### src/rtl/lmi_iram_cmp_pkg.sv
// Shared LMI symbols: default region-compare geometry for the IRAM address decoder.
package lmi_iram_cmp_pkg;

    localparam int LMI_BASE_LO  = 16;               // region granularity: 64 KiB window
    localparam int LMI_TOP_HI   = LMI_BASE_LO - 1;  // TOP spans the offset field up to BASE
    localparam int LMI_LINE_LSB = 4;                // 16-byte line offset LSB

    // Width of the byte-sliced equality field for a given BASE_LO.
    function automatic int lmi_eq_slices(input int base_lo);
        return (32 - base_lo + 7) / 8;
    endfunction

endpackage

### src/rtl/lmi_iram_cmp.sv
// IRAM region decoder: ADDR hits when its upper bits equal BASE and its line
// offset is at or below TOP. CMP is combinational, CMP_R is its registered copy.
module lmi_iram_cmp
    import lmi_iram_cmp_pkg::*;
#(
    parameter int BASE_LO = LMI_BASE_LO,
    parameter int TOP_HI  = LMI_TOP_HI
) (
    input  logic                           CLK,
    input  logic                           RESET,
    input  logic [31:0]                    ADDR,
    input  logic [31:BASE_LO]              BASE,
    input  logic [TOP_HI:LMI_LINE_LSB]     TOP,
    output logic                           CMP,
    output logic                           CMP_R
);

    localparam int BW  = 32 - BASE_LO;
    localparam int OW  = TOP_HI - LMI_LINE_LSB + 1;
    localparam int NSL = lmi_eq_slices(BASE_LO);

    if (TOP_HI != BASE_LO - 1) begin : g_bad_geom
        $error("lmi_iram_cmp: TOP_HI must equal BASE_LO-1");
    end

    logic [BW-1:0]  w_addr_hi;
    logic [BW-1:0]  w_base;
    logic [OW-1:0]  w_off;
    logic [OW-1:0]  w_top;
    logic [NSL-1:0] w_eq_sl;
    logic           w_eq;
    logic           w_le;
    logic           w_unused;
    logic           r_cmp;

    assign w_addr_hi = ADDR[31:BASE_LO];
    assign w_base    = BASE;
    assign w_off     = ADDR[TOP_HI:LMI_LINE_LSB];
    assign w_top     = TOP;
    assign w_unused  = ^ADDR[LMI_LINE_LSB-1:0];

    // Per-byte equality slices; the last slice is narrower when BW is not a multiple of 8.
    for (genvar s = 0; s < NSL; s++) begin : g_eq
        localparam int LO = s * 8;
        localparam int HI = (LO + 7 < BW) ? LO + 7 : BW - 1;
        assign w_eq_sl[s] = (w_addr_hi[HI:LO] == w_base[HI:LO]);
    end

    assign w_eq = &w_eq_sl;

    // MSB-first cascade: the first differing bit decides; later bits cannot override it.
    always_comb begin
        logic w_gt;
        logic w_lt;
        logic w_gt_n;
        w_gt   = 1'b0;
        w_lt   = 1'b0;
        w_gt_n = 1'b0;
        for (int i = OW - 1; i >= 0; i--) begin
            w_gt_n = w_gt | (~w_lt & w_off[i] & ~w_top[i]);
            w_lt   = w_lt | (~w_gt & ~w_off[i] & w_top[i]);
            w_gt   = w_gt_n;
        end
        w_le = ~w_gt;
    end

    assign CMP = w_eq & w_le;

    always_ff @(posedge CLK) begin
        if (RESET) r_cmp <= 1'b0;
        else       r_cmp <= CMP;
    end

    assign CMP_R = r_cmp;

endmodule

### config.mk
export PLATFORM = sky130hd
export DESIGN_NAME = lmi_iram_cmp
export DESIGN_NICKNAME = d
export VERILOG_FILES = /design/src/rtl/lmi_iram_cmp_pkg.sv /design/src/rtl/lmi_iram_cmp.sv
export SDC_FILE = /design/constraint.sdc
export NUM_CORES = 1
export LEC_CHECK = 0
export CORE_MARGIN = 4
export CORE_UTILIZATION = 23
export CTS_BUF_LIST = sky130_fd_sc_hd__clkbuf_4 sky130_fd_sc_hd__clkbuf_8
export DETAILED_ROUTE_END_ITERATION = 6
export PLACE_DENSITY = 0.86
export REMOVE_ABC_BUFFERS = 1
export SLEW_MARGIN = 20
export SYNTH_ARGS = -nofsm -noshare
export SYNTH_HDL_FRONTEND = slang
export SYNTH_SLANG_ARGS = --single-unit
export TNS_END_PERCENT = 10
### constraint.sdc
create_clock -name CLK -period 2.5 [get_ports CLK]
set_input_delay 0.5 -clock CLK [delete_from_list [all_inputs] [get_ports CLK]]
set_output_delay 0.5 -clock CLK [all_outputs]
set_load 0.005 [all_outputs]
==> results.env, run 1 <==
GRT_MAX_DEGREE=3
STDCELL_AREA_MM2=0.00120
YS.WARNINGS.COUNT=0
MAXCAPVIOLCOUNT=0
AREA_INSIDE_THE_CORE_BOUNDARY_MM2=0.00173
WORSTPATHMAXFANOUT=2
IOPINCOUNT=64
YOSYSUNIQUECELLTYPES=18
PLACEMENT_ROWS=15
WORST_IR_DROP_VDD_mV=0.0707
CHIPWIDTH_UM=50.9
GLOBALROUTE.TOTALOVERFLOW=0
POWER_DENSITY_mW_PER_MM2=151
SEQPWRFRAC_PCT=9.0
LARGEST_REGISTER_FFS=1
FINAL-MAX-SLEW-VIOLATION-COUNT=0
SYNTH.LARGEST_AREA_CELL='sky130_fd_sc_hd__xnor2_1'
CP-START-KIND='primary input'
HP-CLASS='primary input to register'
GLOBALROUTETOTALUTIL_PCT=11.4
MAX_FREQ_MHz=411
CP_DATA_ARRIVAL_TIME_NS=1.93
PORT_BUFFERS=59
FILLER_CELL_COUNT=142
VIA_PER_INST=4.31
FINAL_MIN_PERIOD_OVER_CLOCK_PERIOD_PCT=97.3
SYN-INSTANCE-COUNT=54
AGGREGATE_NEGATIVE_SETUP_SLACK_NS=0
ANTENNA_CELLS_INSERTED=0
VIAS=625
INTERNAL-POWER_uW=133
PLACEDINSTANCEAREA_MM2=0.00107
FIRST_GLOBAL_VIAS=579
FLOORPLAN.INITIALDENSITY_PCT=24.5
SETUP_VIOL=0
FIN_CRIT_NS=2.43
SYN_TO_FINAL_GROWTH_PCT=184
MULTI_INPUT_GATE_AREA_IN_THE_FINAL_LAYOUT_UM2=434
POST-DP-HPWL_UM=1540
FRACTION_OF_FINAL_LAYOUT_CELLS_SIZED_BEYOND_DRIVE_STRENGTH_1_PCT=21.7
CRITICAL-PATH-TOP-CELL-BY-COUNT='sky130_fd_sc_hd__maj3_2'
OUTCOME='complete, no violations'
TIMING.CRITICAL_PATH.SLOWEST_STAGE_CELL='sky130_fd_sc_hd__maj3_2'
REPORT.FINAL.HOLD_VIOL_COUNT=0
SHARE_COMB_OF_TOTAL_POWER_PCT=91.0
SLOWEST_DELAY_NS=0.31
WORST_PATH_DOMINANT_CELL_FAMILY='adder cells'
NETLIST.AREA_LEADER.SHARE_PCT=33.1
CTS_STAGE_HOLD_BUFFER_COUNT=0
GLOBALPLACE.CONGESTION=0.665
PWR-SHARE-CLK_PCT=0
MAPPEDNETLISTAREA_UM2=423
NNETSFINAL=184
DRT_PRE_ANTENNA_ITERS=2
FINAL_ANTENNA_NET_COUNT=0
POWER_SWITCHING_SHARE_PCT=26.9
DESIGN.DIE.AREA_MM2=0.00259
GRT_PASS1_WL_UM=2380
DRT_DRC_VIOLATIONS_LEFT=0
END_KIND='output port'
REGISTER_CELL_AREA_AFTER_LAYOUT_UM2=20.0
TIMING.CRITICAL_PATH.BUF_INV=2
CRIT_CHAIN='dlygate4sd2_1 -> nor2b_4 -> maj3_2 -> maj3_2 -> a311oi_2 -> a21oi_1 -> buf_2'
SYNTHESIS.AREA_PER_INSTANCE_UM2=7.83
CLK_TRANSITION_REPORTED_PATHS_NS=0
YS_SEQ_ELEMENTS=1
STARTPOINT_TO_ENDPOINT_CLASS_OF_THE_CRITICAL_PATH='primary input to output port'
GRT_ANTENNA_BEFORE_REPAIR=0
INITIALDRTVIOLATIONCOUNT=2
PART_OF_THE_YOSYS_AREA_USED_FOR_SEQUENTIAL_ELEMENTS_PCT=4.73
POSTROUTEWIRELENGTH_UM=1710
DIE_H_UM=50.9
POWER.NET_SWITCHING_uW=48.9
MAX-SLEW-MARGIN-REL_PCT=82.3
WORST_PIN_SLEW_NS=0.263
ROUTE.DETAILED.WL_PER_INST_UM=11.8
REPORTED_LEAKAGE_POWER_nW=0.648
CRIT_REQUIRED_NS=2.00
SYNTH.AREA.TOP_CELLS='sky130_fd_sc_hd__xnor2_1 (33%), sky130_fd_sc_hd__maj3_2 (16%), sky130_fd_sc_hd__inv_1 (8.0%), sky130_fd_sc_hd__nand2b_1 (5.9%), sky130_fd_sc_hd__nand4_1 (5.9%)'
[area by class of cell]
type	instances	area share (%)
tap	25	2.61
inverter	9	2.82
sequential	1	1.67
timing repair buffer	66	56.7
multi-input combinational	44	36.2
[cell families after synthesis]
kind of cell / synth area share, %
XOR/XNOR: 33.1
AND/OR/NAND/NOR: 17.2
AO/OA/AOI/OAI: 18.6
buffers and inverters: 7.99
adder cells (fa/ha/maj): 18.3
flip-flops: 4.73
[repair_timing]
| action | CTS | global route |
|---|---|---|
| hold endpoints to repair | 0 | 0 |
| setup endpoints to repair | 1 | 1 |
| gates resized for setup | 18 | 31 |
| pin swaps | 11 | 21 |
| buffers inserted | 2 | 1 |
[power groups by stage]
| stage | Sequential (mW) | Combinational (mW) | Clock [mW] |
|---|---|---|---|
| after floorplan | 0.0163 | 0.0519 | 0 |
| after global placement | 0.0163 | 0.155 | 0 |
| after detailed placement | 0.0163 | 0.159 | 0 |
| after CTS | 0.0163 | 0.164 | 0 |
| after global routing | 0.0163 | 0.178 | 0 |
| final | 0.0163 | 0.165 | 0 |
[stage by stage]
step	cells	utilization (%)	total power, mW	hold WS [ns]	worst slack, ns
final	145	69.5	0.182	1.06	0.0669
after global routing	145	69.5	0.194	1.07	-0.0726
after CTS	144	64.1	0.180	1.06	0.00476
after detailed placement	142	62.2	0.176	1.06	-0.562
after global placement	142	62.2	0.172	1.06	-0.526
after floorplan	54	-	0.0682	0.573	0.364
[routing by layer]
metal / part of all wire, % / vias up / GRT usage (%) / wire length (µm)
met1: 33 / 284 / 11.3 / 572
met3: 5.4 / 0 / 0.875 / 92
met2: 61 / 17 / 25.9 / 1050
met4: 0 / 0 / 0 / 0
met5: 0 / - / 0 / 0
li1: - / 324 / - / -
[placed cells by master, fill, tap and decap left out]
master                             n
sky130_fd_sc_hd__a211oi_1          1
sky130_fd_sc_hd__a21boi_0          1
sky130_fd_sc_hd__a21oi_1           1
sky130_fd_sc_hd__a2bb2oi_1         1
sky130_fd_sc_hd__a311oi_2          1
sky130_fd_sc_hd__buf_2             1
sky130_fd_sc_hd__buf_4             7
sky130_fd_sc_hd__clkbuf_2          1
sky130_fd_sc_hd__clkdlybuf4s15_1   1
sky130_fd_sc_hd__clkdlybuf4s50_1  28
sky130_fd_sc_hd__dfxtp_1           1
sky130_fd_sc_hd__dlygate4sd2_1     6
sky130_fd_sc_hd__dlymetal6s2s_1   22
sky130_fd_sc_hd__inv_1             9
sky130_fd_sc_hd__maj3_2            7
sky130_fd_sc_hd__nand2_1           1
sky130_fd_sc_hd__nand2b_1          3
sky130_fd_sc_hd__nand2b_4          1
sky130_fd_sc_hd__nand4_1           4
sky130_fd_sc_hd__nor2b_4           2
sky130_fd_sc_hd__nor4_2            1
sky130_fd_sc_hd__o2111ai_2         1
sky130_fd_sc_hd__o221ai_1          1
sky130_fd_sc_hd__o221ai_2          1
sky130_fd_sc_hd__o311ai_2          1
sky130_fd_sc_hd__xnor2_1          14
sky130_fd_sc_hd__xnor2_2           2
[worst paths after layout]
kind / cells after the start / startpoint / to
max: 7 / TOP[9] / CMP
min: 2 / RESET / CMP_R
[cell usage after synthesis]
cell,count
sky130_fd_sc_hd__nor2b_1,2
sky130_fd_sc_hd__a21boi_0,1
sky130_fd_sc_hd__nand2b_1,4
sky130_fd_sc_hd__maj3_1,1
sky130_fd_sc_hd__inv_1,9
sky130_fd_sc_hd__o311ai_1,1
sky130_fd_sc_hd__xnor2_1,16
sky130_fd_sc_hd__a311oi_2,1
sky130_fd_sc_hd__a21oi_1,1
sky130_fd_sc_hd__a211oi_1,1
sky130_fd_sc_hd__dfxtp_1,1
sky130_fd_sc_hd__nand4_1,4
sky130_fd_sc_hd__a2bb2oi_1,1
sky130_fd_sc_hd__nand2_1,1
sky130_fd_sc_hd__maj3_2,6
sky130_fd_sc_hd__o221ai_1,2
sky130_fd_sc_hd__o2111ai_1,1
sky130_fd_sc_hd__nor4_1,1
Power figures use the tool's default switching activity.
==> inputs of run 2 (changes only) <==
--- a/config.mk
+++ b/config.mk
@@ -11,7 +11,7 @@
 export DETAILED_ROUTE_END_ITERATION = 6
 export PLACE_DENSITY = 0.86
 export REMOVE_ABC_BUFFERS = 1
-export SLEW_MARGIN = 20
+export SLEW_MARGIN = 25
 export SYNTH_ARGS = -nofsm -noshare
 export SYNTH_HDL_FRONTEND = slang
 export SYNTH_SLANG_ARGS = --single-unit
==> results of run 2 <==
Final layout, timing and power as in run 1 (identical DEF).
